===== src/rtl/spi_reg_responder_if.sv =====
// rtl/spi_reg_responder_if.sv - SPI pins and fabric register bus of spi_reg_responder
interface spi_reg_responder_if #(
    parameter int AW = 7,
    parameter int DW = 32
);
    logic          spi_SCLK;
    logic          spi_SS_n;
    logic          spi_MOSI;
    logic          spi_MISO;
    logic          spi_MISO_oe;
    logic [AW-1:0] rd_addr;
    logic [DW-1:0] rd_data;
    logic          wr_valid;
    logic [AW-1:0] wr_addr;
    logic [DW-1:0] wr_data;
    logic          frame_err;
    logic          addr_err;

    modport slave (
        input  spi_SCLK, spi_SS_n, spi_MOSI, rd_data,
        output spi_MISO, spi_MISO_oe, rd_addr, wr_valid, wr_addr, wr_data, frame_err, addr_err
    );

    modport master (
        output spi_SCLK, spi_SS_n, spi_MOSI, rd_data,
        input  spi_MISO, spi_MISO_oe, rd_addr, wr_valid, wr_addr, wr_data, frame_err, addr_err
    );
endinterface


===== src/rtl/spi_reg_responder.sv =====
// rtl/spi_reg_responder.sv - SPI mode-0 register responder; SPI_RESP_CRC_EN adds CRC-8 framing
module spi_reg_responder #(
    parameter int            NUM_REGS = 60,
    parameter int            DW       = 32,
    parameter int            AW       = 7,
    parameter logic [DW-1:0] BAD_DATA = 32'hDEAD_BEEF
) (
    input  logic               clk_clk,
    input  logic               reset_reset,
    spi_reg_responder_if.slave bus
);
`ifdef SPI_RESP_CRC_EN
    localparam int CRC_BITS = 8;
`else
    localparam int CRC_BITS = 0;
`endif
    localparam int            FRAME_BITS = 8 + DW + CRC_BITS;
    localparam int            CW         = $clog2(FRAME_BITS + 1);
    localparam logic [CW-1:0] LAST_CMD   = CW'(7);
    localparam logic [CW-1:0] LAST_DATA  = CW'(8 + DW - 1);
    localparam logic [CW-1:0] LAST_BIT   = CW'(FRAME_BITS - 1);
    localparam logic [CW-1:0] MAX_CNT    = CW'(FRAME_BITS);

    typedef enum logic [2:0] {IDLE, CMD, DATA, CRC_RX, CRC_TX, DONE, WAIT_SS} state_t;

    state_t        state, state_n;
    logic [1:0]    sclk_sync, ss_sync, mosi_sync;
    logic          sclk_last;
    logic          rise, fall, ss_low, mosi, in_frame, abort, cmd_bad, crc_ok;
    logic          armed;
    logic [CW-1:0] bit_cnt;
    logic [7:0]    cmd_sr, cmd_full;
    logic [DW-1:0] rx_sr, tx_sr;
    logic          is_read, addr_bad;
    logic [1:0]    ld_pipe;

`ifdef SPI_RESP_CRC_EN
    logic [7:0] crc, crc_rx;

    function automatic logic [7:0] crc8_step(input logic [7:0] c, input logic b);
        return {c[6:0], 1'b0} ^ ((c[7] ^ b) ? 8'h07 : 8'h00);
    endfunction

    assign crc_ok = (crc == crc_rx);
`else
    assign crc_ok = 1'b1;
`endif

    assign rise     = sclk_sync[1] & ~sclk_last;
    assign fall     = ~sclk_sync[1] & sclk_last;
    assign ss_low   = ~ss_sync[1];
    assign mosi     = mosi_sync[1];
    assign cmd_full = {cmd_sr[6:0], mosi};
    assign cmd_bad  = cmd_full[AW-1:0] >= AW'(NUM_REGS);
    assign in_frame = (state == CMD) || (state == DATA) || (state == CRC_RX) || (state == CRC_TX);

    always_comb begin
        state_n = state;
        abort   = 1'b0;
        case (state)
            IDLE: if (ss_low && armed) state_n = CMD;
            CMD: begin
                if (!ss_low) begin
                    state_n = IDLE;
                    abort   = (bit_cnt != '0);
                end else if (rise && bit_cnt == LAST_CMD) begin
                    state_n = DATA;
                end
            end
            DATA: begin
                if (!ss_low) begin
                    state_n = IDLE;
                    abort   = 1'b1;
                end else if (rise && bit_cnt == LAST_DATA) begin
`ifdef SPI_RESP_CRC_EN
                    state_n = is_read ? CRC_TX : CRC_RX;
`else
                    state_n = DONE;
`endif
                end
            end
            CRC_RX, CRC_TX: begin
                if (!ss_low) begin
                    state_n = IDLE;
                    abort   = 1'b1;
                end else if (rise && bit_cnt == LAST_BIT) begin
                    state_n = DONE;
                end
            end
            DONE:    state_n = WAIT_SS;
            WAIT_SS: if (!ss_low) state_n = IDLE;
            default: state_n = IDLE;
        endcase
    end

    always_ff @(posedge clk_clk) begin
        if (reset_reset) state <= IDLE;
        else             state <= state_n;
    end

    // Synchronisers stay unreset so a reset inside a frame still sees SS_n low and waits it out.
    always_ff @(posedge clk_clk) begin
        sclk_sync <= {sclk_sync[0], bus.spi_SCLK};
        ss_sync   <= {ss_sync[0], bus.spi_SS_n};
        mosi_sync <= {mosi_sync[0], bus.spi_MOSI};
        sclk_last <= sclk_sync[1];
    end

    always_ff @(posedge clk_clk) begin
        if (reset_reset) begin
            armed           <= 1'b0;
            bit_cnt         <= '0;
            cmd_sr          <= '0;
            rx_sr           <= '0;
            tx_sr           <= '0;
            is_read         <= 1'b0;
            addr_bad        <= 1'b0;
            ld_pipe         <= '0;
            bus.spi_MISO    <= 1'b0;
            bus.spi_MISO_oe <= 1'b0;
            bus.rd_addr     <= '0;
            bus.wr_valid    <= 1'b0;
            bus.wr_addr     <= '0;
            bus.wr_data     <= '0;
            bus.frame_err   <= 1'b0;
            bus.addr_err    <= 1'b0;
`ifdef SPI_RESP_CRC_EN
            crc             <= '0;
            crc_rx          <= '0;
`endif
        end else begin
            armed           <= armed | ~ss_low;
            bus.spi_MISO_oe <= ss_low;
            bus.wr_valid    <= 1'b0;
            bus.frame_err   <= abort;
            bus.addr_err    <= 1'b0;
            ld_pipe         <= {ld_pipe[0], 1'b0};

            // rd_data answers one clk after rd_addr, so the word is captured two clks after the cmd.
            if (ld_pipe[1]) tx_sr <= addr_bad ? BAD_DATA : bus.rd_data;

            if (state == IDLE) begin
                bit_cnt      <= '0;
                bus.spi_MISO <= 1'b0;
`ifdef SPI_RESP_CRC_EN
                crc          <= '0;
`endif
            end

            if (in_frame && ss_low && rise) begin
                if (bit_cnt != MAX_CNT) bit_cnt <= bit_cnt + 1'b1;
                case (state)
                    CMD: begin
                        cmd_sr <= cmd_full;
`ifdef SPI_RESP_CRC_EN
                        crc    <= crc8_step(crc, mosi);
`endif
                        if (bit_cnt == LAST_CMD) begin
                            bus.rd_addr <= cmd_full[AW-1:0];
                            is_read     <= cmd_full[7];
                            addr_bad    <= cmd_bad;
                            if (cmd_full[7]) begin
                                ld_pipe[0]   <= 1'b1;
                                bus.addr_err <= cmd_bad;
                            end
                        end
                    end
                    DATA: begin
                        if (!is_read) begin
                            rx_sr <= {rx_sr[DW-2:0], mosi};
`ifdef SPI_RESP_CRC_EN
                            crc   <= crc8_step(crc, mosi);
                        end else if (bit_cnt == LAST_DATA) begin
                            tx_sr <= {crc, {(DW-8){1'b0}}};
`endif
                        end
                    end
`ifdef SPI_RESP_CRC_EN
                    CRC_RX: crc_rx <= {crc_rx[6:0], mosi};
`endif
                    default: ;
                endcase
            end

            if (ss_low && fall && ((state == DATA && is_read) || state == CRC_TX)) begin
                bus.spi_MISO <= tx_sr[DW-1];
                tx_sr        <= {tx_sr[DW-2:0], 1'b0};
`ifdef SPI_RESP_CRC_EN
                if (state == DATA) crc <= crc8_step(crc, tx_sr[DW-1]);
`endif
            end

            if (state == DONE && !is_read) begin
                if (!crc_ok) begin
                    bus.frame_err <= 1'b1;
                end else if (addr_bad) begin
                    bus.addr_err <= 1'b1;
                end else begin
                    bus.wr_valid <= 1'b1;
                    bus.wr_addr  <= cmd_sr[AW-1:0];
                    bus.wr_data  <= rx_sr;
                end
            end
        end
    end
endmodule


===== src/flat_wrapper.sv =====
// flat-port wrapper written by rule: the top's interface ports become plain ports
module spi_reg_responder_flat 
#(
    parameter int            NUM_REGS = 60,
    parameter int            DW       = 32,
    parameter int            AW       = 7,
    parameter logic [DW-1:0] BAD_DATA = 32'hDEAD_BEEF
)
  (clk_clk, reset_reset, bus_spi_SCLK, bus_spi_SS_n, bus_spi_MOSI, bus_rd_data, bus_spi_MISO, bus_spi_MISO_oe, bus_rd_addr, bus_wr_valid, bus_wr_addr, bus_wr_data, bus_frame_err, bus_addr_err);
  spi_reg_responder_if #(.AW(AW), .DW(DW)) bus_i ();
  input  logic clk_clk;
  input  logic reset_reset;
  input wire logic [$bits(bus_i.spi_SCLK)-1:0] bus_spi_SCLK;
  input wire logic [$bits(bus_i.spi_SS_n)-1:0] bus_spi_SS_n;
  input wire logic [$bits(bus_i.spi_MOSI)-1:0] bus_spi_MOSI;
  input wire logic [$bits(bus_i.rd_data)-1:0] bus_rd_data;
  output wire logic [$bits(bus_i.spi_MISO)-1:0] bus_spi_MISO;
  output wire logic [$bits(bus_i.spi_MISO_oe)-1:0] bus_spi_MISO_oe;
  output wire logic [$bits(bus_i.rd_addr)-1:0] bus_rd_addr;
  output wire logic [$bits(bus_i.wr_valid)-1:0] bus_wr_valid;
  output wire logic [$bits(bus_i.wr_addr)-1:0] bus_wr_addr;
  output wire logic [$bits(bus_i.wr_data)-1:0] bus_wr_data;
  output wire logic [$bits(bus_i.frame_err)-1:0] bus_frame_err;
  output wire logic [$bits(bus_i.addr_err)-1:0] bus_addr_err;
  assign bus_i.spi_SCLK = bus_spi_SCLK;
  assign bus_i.spi_SS_n = bus_spi_SS_n;
  assign bus_i.spi_MOSI = bus_spi_MOSI;
  assign bus_i.rd_data = bus_rd_data;
  assign bus_spi_MISO = bus_i.spi_MISO;
  assign bus_spi_MISO_oe = bus_i.spi_MISO_oe;
  assign bus_rd_addr = bus_i.rd_addr;
  assign bus_wr_valid = bus_i.wr_valid;
  assign bus_wr_addr = bus_i.wr_addr;
  assign bus_wr_data = bus_i.wr_data;
  assign bus_frame_err = bus_i.frame_err;
  assign bus_addr_err = bus_i.addr_err;
  spi_reg_responder #(.NUM_REGS(NUM_REGS), .DW(DW), .AW(AW), .BAD_DATA(BAD_DATA)) u_core (.clk_clk(clk_clk), .reset_reset(reset_reset), .bus(bus_i));
endmodule

===== config.mk =====
export PLATFORM = sky130hd
export DESIGN_NAME = spi_reg_responder_flat
export DESIGN_NICKNAME = d
export VERILOG_FILES = /design/src/rtl/spi_reg_responder_if.sv /design/src/rtl/spi_reg_responder.sv /design/src/flat_wrapper.sv
export SDC_FILE = /design/constraint.sdc
export NUM_CORES = 1
export LEC_CHECK = 0
export CAP_MARGIN = 40
export CORE_UTILIZATION = 25
export DETAILED_ROUTE_END_ITERATION = 16
export PLACE_DENSITY = 0.52
export SLEW_MARGIN = 20
export SYNTH_ARGS = -nofsm -noshare
export SYNTH_HDL_FRONTEND = slang
export SYNTH_SLANG_ARGS = --single-unit

===== constraint.sdc =====
create_clock -name clk_clk -period 3.1 [get_ports clk_clk]
set_input_delay 0.31 -clock clk_clk [delete_from_list [all_inputs] [get_ports clk_clk]]
set_output_delay 0.31 -clock clk_clk [all_outputs]
set_load 0.02 [all_outputs]

======== Yosys cells after proc, flatten, opt, wreduce, memory -nomap -nowiden ========
Index checks and enable logic that the tools add are counted.
word-level totals
  bits in registers ....................... 143
operators by class
  add/subtract/negate cells ............... 1
  $lt $le $gt $ge ......................... 1
  equal/unequal tests ..................... 13
  muxes and demuxes ....................... 26
  bitwise operators ....................... 12
  reduce and logical (&&, ||, !) cells .... 27
operators with widths
  operator                                                                count
  32-bit two-way mux                                                      3
  3-bit two-way mux                                                       6
  6-bit two-way mux                                                       3
  3-bit one-hot mux with 5 select lines                                   1
  1-bit two-way mux                                                       12
  3-bit equality test (second input constant)                             3
  1-bit logical AND                                                       9
  1-bit inverter                                                          9
  7-bit by 6-bit >= comparator with 1-bit output (second input constant)  1
  6-bit by 1-bit adder with 6-bit output (second input constant)          1
  3-bit by 2-bit equality test with 1-bit output (second input constant)  2
  6-bit by 3-bit equality test with 1-bit output (second input constant)  1
  6-bit equality test (second input constant)                             1
  6-bit != test (second input constant)                                   1
  3-bit AND reduction                                                     2
  6-bit nonzero test                                                      1
  1-bit logical OR                                                        4
  2-bit by 1-bit != test with 1-bit output (second input constant)        2
  2-bit AND reduction                                                     2
  4-bit AND reduction                                                     1
  2-bit nonzero test                                                      2
  2-bit OR reduction                                                      2
  4-bit OR reduction                                                      1
  3-bit by 1-bit equality test with 1-bit output (second input constant)  1
  other kinds (8)                                                         9

======== Longest topological paths before layout ========
Gate-level depths: netlist (run 1).
  depth after elaboration ................. 9
  depth in mapped cells ................... 7
  depth with buffers taken out ............ 6

======== Worst setup path after synthesis (run 1) ========
OpenSTA, ideal clock, no wires.
  path type ............................... flip-flop to flip-flop
  start point ............................. register u_core.sclk_sync[1]
  end point ............................... register u_core.rx_sr[10]
  data arrival time ....................... 1,668 ps
  data required time ...................... 2,968 ps
  path slack .............................. 1,300 ps
  cell stages (with the launch flop) ...... 8
  path buffers ............................ 3
  cell sequence ........................... dfxtp_1 > or3b_1 > buf_2 > or4_4 > buf_6 > buf_6 > nand2_1 > a21oi_1
between the ends
  word-level cells in the longest chain between the ends .. 3
RTL lines
  element                               RTL line                  RTL
  start, declared                       spi_reg_responder.sv:27   logic [1:0] sclk_sync, ss_sync, mosi_sync;
  start signal, assigned                spi_reg_responder.sv:103  sclk_sync <= {sclk_sync[0], bus.spi_SCLK};
  1-bit bitwise AND                     spi_reg_responder.sv:49   assign rise = sclk_sync[1] & ~sclk_last;
  1-bit logical AND                     spi_reg_responder.sv:150  if (in_frame && ss_low && rise) begin
  3-bit AND reduction (no source line)  n/a
  end signal, assigned                  spi_reg_responder.sv:170  rx_sr <= {rx_sr[DW-2:0], mosi};
  end, declared                         spi_reg_responder.sv:33   logic [DW-1:0] rx_sr, tx_sr;
Every way passes these cells.
A chain may end at the register's enable or synchronous reset.

======== Worst setup path in the final report (run 1) ========
  start point ............................. register u_core.state[0]
  end point ............................... register u_core.bus.rd_addr[1]
between the ends
  word-level cells in the longest chain between the ends .. 7
RTL lines
  element                                                                                                           RTL line                                           RTL
  start, declared                                                                                                   spi_reg_responder.sv:26                            state_t state, state_n;
  start signal, assigned                                                                                            spi_reg_responder.sv:98                            else state <= state_n;
  3-bit by 1-bit equality test with 1-bit output or 3-bit by 2-bit equality test with 1-bit output (tied branches)  spi_reg_responder.sv:55, spi_reg_responder.sv:152
  1-bit logical OR (3 in series)                                                                                    spi_reg_responder.sv:55                            assign in_frame = (state == CMD) || (state == DATA) || (state == CRC_RX) || (state == CRC_TX);
  1-bit logical AND (2 in series)                                                                                   spi_reg_responder.sv:150
  3-bit AND reduction (no source line) *                                                                            n/a
  end signal, assigned                                                                                              spi_reg_responder.sv:159                           bus.rd_addr <= cmd_full[AW-1:0];
  end, declared                                                                                                     spi_reg_responder_if.sv:21                         output spi_MISO, spi_MISO_oe, rd_addr, wr_valid, wr_addr, wr_data, frame_err, addr_err
Mark *: on every way between the ends. The rest lies on a longest branch, timed or not.

==> qor.txt, run 1 <==
Unique cell type count in the Yosys netlist = 51
Worst hold slack = 0.2900 ns
Total grt overflow = 0
Chip width = 149.3 µm
Clock Tree Buf Depth = 2
Number of global-route vias before repair = 4202
Fraction of registers with async set/reset = 0
Nets = 740
IO Count = 88
Fmax = 473.9 MHz
Relative slew slack = 0.4504
Post-synth top area share = 0.5280
Worst hold path type = in2reg
Total GRT Usage = 0.1222
Worst EP arrival = 2.39 ns
Startpoint types = flop
Largest net degree at the start of global routing = 76
Number of vias per cell = 4.572
Status = complete, no violations
Yosys top cell by area = dfxtp_1
WL/cell = 13.27 µm
Final setup viols = 0
Chip height = 149.3 µm
Cells after DPL = 957
Cts bufs inserted = 17
Setup WS post-layout = 0.9900 ns
Initial Util = 0.2563
Post-CTS Resized = 0
Fin. Hold Viols = 0
Critical path fanouts, max = 14
Critical path origin = u_core.state[0]
Synth warn = 0
Slew @ Worst Pin = 0.8243 ns
HP Start = reset_reset
Die area = 22280 µm²
TritonCTS clock tree = built
Core area = 21150 µm²
Seq/Total Area, Yosys = 0.5280
HPWL after DPL = 8060 µm
Maximum vdd ir drop = 0.0003575 V
Routability cong. = 0.7599
Total power per unit cell area = 564.4 nW/µm²
Syn Area/Cell = 8.524 µm²
Post-synth top cells = nand2_1, dfxtp_1, a21oi_1
Max H-tree Level = 4
RSZ-0062 raised after global routing = no
Ys flop type = dfxtp_1
Ant. Diodes = 0
Placement Setup Slack = 0.9991 ns
Tmin final = 2.110 ns
DRC = 0
Setup bufs post-CTS = 0
RR Startpoint = u_core.state[0]
Yosys reg bits = 143
Worst EP required = 3.38 ns
IO buf count = 87
Fin cells = 989
Layout fillers = 2231
Tcrit/Tclk final = 0.6807
Clk root buf = clkbuf_16
CTS Hold Buffers Added = 0
Post-synth EDFFs = 0
1st-pass router iterations = 4
Top post-synthesis cells by area = dfxtp_1, nand2_1, a21oi_1, o221ai_1, mux2i_1
Initial antenna violation count = 0
Layout cells sized above 1 = 0.07563
Via count = 4522
Crit. End Element = flop
Num rows = 53
Setup CP Type = reg2reg
Fin area = 7087 µm²
Syn_nets = 675
Max Cap Viol = 0
Worst-skew pair later-pin latency = 0.43 ns
Gate Count Post-Synth = 636
Most frequent cell after synthesis = nand2_1
Clock Sinks = 143
Clock skew = 0.01004 ns
Post-Syn Area = 5421 µm²
Pleak = 2.346 nW
Final Max Tran Viols = 0
Layout area overhead = 30.72%
Placed Area = 6492 µm²
Post-DRT Antenna Nets = 0
First DRT Iteration DRCs = 248
Detailed Route WL = 13130 µm
Final TNS setup = 0 ns
Clk pin slew, worst setup/hold paths = 0.07 ns
First-pass GRT wire length = 21330 µm
==> flip-flops by register name (all words and copies together) (netlist names), 2 cells and up <==
register / cells
u_core.sclk_sync: 2
u_core.bus.wr_addr: 7
u_core.rx_sr: 32
u_core.ld_pipe: 2
u_core.bus.wr_data: 32
u_core.mosi_sync: 2
u_core.state: 3
u_core.ss_sync: 2
u_core.cmd_sr: 7
u_core.tx_sr: 32
u_core.bus.rd_addr: 7
u_core.bit_cnt: 6
==> power breakdown <==
group | total [mW] | switching, mW | internal [mW]
Combinational | 0.108 | 0.0534 | 0.0547
Sequential | 1.85 | 0.00904 | 1.84
Clock | 2.04 | 0.893 | 1.15
Total | 4.00 | 0.956 | 3.04
==> final timing paths <==
kind	slack (ns)	cells past startpoint	endpoint
hold / removal	0.29	3	u_core.bit_cnt[2]
setup / recovery	0.99	5	u_core.bus.rd_addr[1]
hold reg to reg	0.33	0	u_core.mosi_sync[1]
setup reg to reg	0.99	5	u_core.bus.rd_addr[1]
==> worst max-delay path, stage by stage, from the launching register on <==
cell and delay, ns:
dfxtp_1 0.61, or4b_2 0.69, nor4_4 0.15, buf_4 0.26, mux2i_1 0.21, nor2_1 0.06
==> final cells by class <==
| type | instances | area, µm² | area share |
|---|---|---|---|
| flip-flops and latches | 143 | 2863 | 0.4040 |
| multi-input cells | 434 | 2305 | 0.3252 |
| repair buffers | 97 | 950.9 | 0.1342 |
| clock buffers | 17 | 425.4 | 0.06003 |
| well taps | 275 | 344.1 | 0.04855 |
| clock inverters | 15 | 168.9 | 0.02383 |
| inverters | 8 | 30.03 | 0.004237 |
==> kinds of logic (layout without fill, tap and decap cells) <==
logic type | after synthesis | count (layout) | share of synthesized area
buffers and inverters | 59 | 137 | 0.05031
DFF | 143 | 143 | 0.5280
and+or+nand+nor | 257 | 257 | 0.2059
xor gates and xnor gates | 1 | 1 | 0.001616
adders and majority gates | 3 | 3 | 0.006461
AOI/OAI and AO/OA | 157 | 157 | 0.1782
muxes | 16 | 16 | 0.02954
==> placed cells by master, fill, tap and decap left out, drive strengths merged, types with 3 or more instances in the layout <==
| cell | count |
|---|---|
| nor4 | 4 |
| o21a | 3 |
| dfxtp | 143 |
| nor3 | 14 |
| nand2b | 4 |
| clkdlybuf4s50 | 86 |
| nor2b | 4 |
| a211oi | 3 |
| o22ai | 3 |
| mux2i | 16 |
| a21oi | 99 |
| buf | 11 |
| or2 | 3 |
| clkinv | 5 |
| a221oi | 8 |
| o21ai | 6 |
| clkbuf | 17 |
| and3 | 4 |
| o221ai | 23 |
| nand2 | 174 |
| nand3 | 6 |
| inv | 16 |
| nor2 | 32 |
==> stage by stage <==
step / power (mW) / util
finish: 4.000 / 0.3350
global route: 4.164 / 0.3350
CTS: 4.073 / 0.3350
detailed placement: 2.004 / 0.3069
global placement: 2.005 / 0.3062
floorplan: 1.940 / -
==> metal layers <==
layer  global-route usage  share of wire  routed length (µm)
met2               0.1814           0.44                5785
met3              0.03425          0.041                 535
met5                    0              0                   0
met4              0.05357          0.012                 161
met1               0.1639           0.51                6642
(Power assumes the default switching activity.)
==> run 2: changes to the inputs <==
- PLACE_DENSITY: 0.52 -> 0.54
- clock period: 3.1 -> 1.75 ns (I/O delays scaled with it)
==> run 2 against run 1 <==
Via count is 5.7% higher. Total power is 78% higher. Combinational power rose by 120%. Clock skew rose by 0.0034 ns. Setup slack got worse by 0.96 ns. Sequential power rose by 77%. Register-to-register slack got worse by 0.96 ns. Count of clock-buffer cells in the layout grew 1. Global-route usage rose by 1.1 points. Final cell count increased by 3.4%. Highest routed layer unchanged.
==> qor.txt, run 2 (synthesis gave the netlist of run 1 again) <==
IO Count = 88 (unchanged)
Final setup viols = 0 (unchanged)
WL/cell = 14.48 µm (was 13.27 µm)
Layout area overhead = 39.93% (was 30.72%)
CP Depth = 5 (unchanged)
Number of vias per cell = 4.674 (was 4.572)
Largest registers = u_core.bus.wr_data: 32 flops, u_core.rx_sr: 32 flops, u_core.tx_sr: 32 flops (unchanged)
Most frequent cells in the layout = nand2_1, dfxtp_1, a21oi_1, clkdlybuf4s50_1, nor2_1 (unchanged)
Crit. End Element = flop (unchanged)
Slew @ Worst Pin = 0.6992 ns (was 0.8243 ns)
Final Max Tran Viols = 0 (unchanged)
Status = complete, no violations (unchanged)
Detailed Route WL = 14810 µm (was 13130 µm)
Chip width = 149.3 µm (unchanged)
Initial antenna violation count = 0 (unchanged)
Via count = 4781 (was 4522)
Crit path cell chain = or4b_4 > nor4_4 > buf_12 > a32oi_1 > nor2_2 (was or4b_2 > nor4_4 > buf_4 > mux2i_1 > nor2_1)
Clk pin slew, worst setup/hold paths = 0.06 ns (was 0.07 ns)
IO buf count = 87 (unchanged)
Cts bufs inserted = 17 (unchanged)
1st-pass router iterations = 4 (unchanged)
Slowest CP cell = or4b_4 (was or4b_2)
Tmin final = 1.717 ns (was 2.110 ns)
Clock skew = 0.01346 ns (was 0.01004 ns)
Clk root buf = clkbuf_16 (unchanged)
Ant. Diodes = 0 (unchanged)
Fin cells = 1023 (was 989)
RR Startpoint = u_core.state[2] (was u_core.state[0])
Total power per unit cell area = 940.2 nW/µm² (was 564.4 nW/µm²)
Max Cap Viol = 0 (unchanged)
Num rows = 53 (unchanged)
Worst hold path type = in2reg (unchanged)
Worst-skew pair later-pin latency = 0.43 ns (about the same)
CTS Hold Buffers Added = 0 (unchanged)
Tcrit/Tclk final = 0.9812 (was 0.6807)
First-pass GRT wire length = 23230 µm (was 21330 µm)
Critical path fanouts, max = 11 (was 14)
Chip height = 149.3 µm (unchanged)
R2R setup slack = 0.03 ns (was 0.99 ns)
RSZ-0062 raised after global routing = yes (was no)
Startpoint types = flop (unchanged)
Layout cells sized above 1 = 0.1377 (was 0.07563)
Pleak = 2.556 nW (was 2.346 nW)
Crit path to = u_core.bus.addr_err (was u_core.bus.rd_addr[1])
Buf/Inv on CP = 1 (unchanged)
Max H-tree Level = 4 (unchanged)
Slowest stage delay, CP = 0.55 ns (was 0.69 ns)
Routability cong. = 0.7966 (was 0.7599)
Nets = 774 (was 740)
Largest net degree at the start of global routing = 78 (was 76)
Maximum vdd ir drop = 0.0005691 V (was 0.0003575 V)
Critical path origin = u_core.state[2] (was u_core.state[0])
Total GRT Usage = 0.1330 (was 0.1222)
Die area = 22280 µm² (unchanged)
Cells after DPL = 982 (was 957)
Fin. Hold Viols = 0 (unchanged)
Placement Setup Slack = -0.01923 ns (was 0.9991 ns)
Post-DRT Antenna Nets = 0 (unchanged)
Worst EP required = 2.09 ns (was 3.38 ns)
Total grt overflow = 0 (unchanged)
Setup CP Type = reg2reg (unchanged)
Relative slew slack = 0.5322 (was 0.4504)
Core area = 21150 µm² (unchanged)
Number of global-route vias before repair = 4586 (was 4202)
First DRT Iteration DRCs = 257 (was 248)
Top cell family by delay on the critical path = simple AND/OR/NAND/NOR gates (unchanged)
DRC = 0 (unchanged)
Worst EP arrival = 2.06 ns (was 2.39 ns)
Clock Tree Buf Depth = 2 (unchanged)
Commonest non-fill, non-tap cell in the layout = nand2_1 (unchanged)
RR Endpoint = u_core.bus.addr_err (was u_core.bus.rd_addr[1])
Initial Util = 0.2563 (unchanged)
HPWL after DPL = 8339 µm (was 8060 µm)
Worst Reg-to-Reg Cells = 5 (unchanged)
Clock Sinks = 143 (unchanged)
Setup WS post-layout = 0.03298 ns (was 0.9900 ns)
Fmax = 582.4 MHz (was 473.9 MHz)
TritonCTS clock tree = built (unchanged)
run 2: tightest hold or removal path: stages:
cell,delay (ns)
buf_4,0.12
o32a_1,0.17
o21ai_0,0.08
run 2: per-layer routing:
| metal | GRT usage | wire, µm | vias to the layer above |
|---|---|---|---|
| met5 | 0 | 0 | - |
| met4 | 0.05510 | 206 | 0 |
| met3 | 0.02844 | 476 | 12 |
| met2 | 0.2081 | 6815 | 94 |
| met1 | 0.1764 | 7313 | 2261 |
| li1 | - | - | 2414 |
run 2: worst min path at each step:
stage	cells after the start	start	slack (ns)	end
floorplan	0	bus_spi_MOSI	0.20	u_core.mosi_sync[0]
global placement	0	u_core.mosi_sync[0]	0.31	u_core.mosi_sync[1]
detailed placement	0	u_core.mosi_sync[0]	0.32	u_core.mosi_sync[1]
CTS	1	bus_spi_MOSI	0.18	u_core.mosi_sync[0]
global route	1	bus_spi_MOSI	0.19	u_core.mosi_sync[0]
finish	3	reset_reset	0.18	u_core.bit_cnt[0]
run 2: cell type report:
class | instances | area, µm²
flip-flops and latches | 143 | 2867
clock inverters | 14 | 155.1
fillers | 2179 | 13570
clock buffers | 18 | 429.2
well taps | 275 | 344.1
repair buffers | 128 | 1348
multi-input cells | 437 | 2414
inverters | 8 | 30.03
run 2: power breakdown:
part           switching [mW]  internal (mW)  total (mW)
registers             0.00785           3.27        3.28
logic                   0.118          0.122       0.240
clock network            1.50           2.12        3.62
run 2: timing repair:
action	4_1_cts	5_1_grt
gates resized for setup	8	16
cloned	3	4
endpoints found under the setup margin	27	61
setup buffers	1	1
pin swaps	3	6
run 2: per-stage QoR:
| stage | TNS [ns] | hold slack (ns) | utilization | area, µm² | power, mW |
|---|---|---|---|---|---|
| floorplan | -0.8659 | 0.2027 | - | 5433 | 3.438 |
| global placement | -0.02989 | 0.3113 | 0.3198 | 6765 | 3.579 |
| detailed placement | -0.09481 | 0.3158 | 0.3198 | 6765 | 3.578 |
| CTS | 0 | 0.1765 | 0.3510 | 7425 | 7.230 |
| global route | -0.4287 | 0.1899 | 0.3586 | 7586 | 7.383 |
| finish | 0 | 0.1785 | 0.3586 | 7586 | 7.132 |
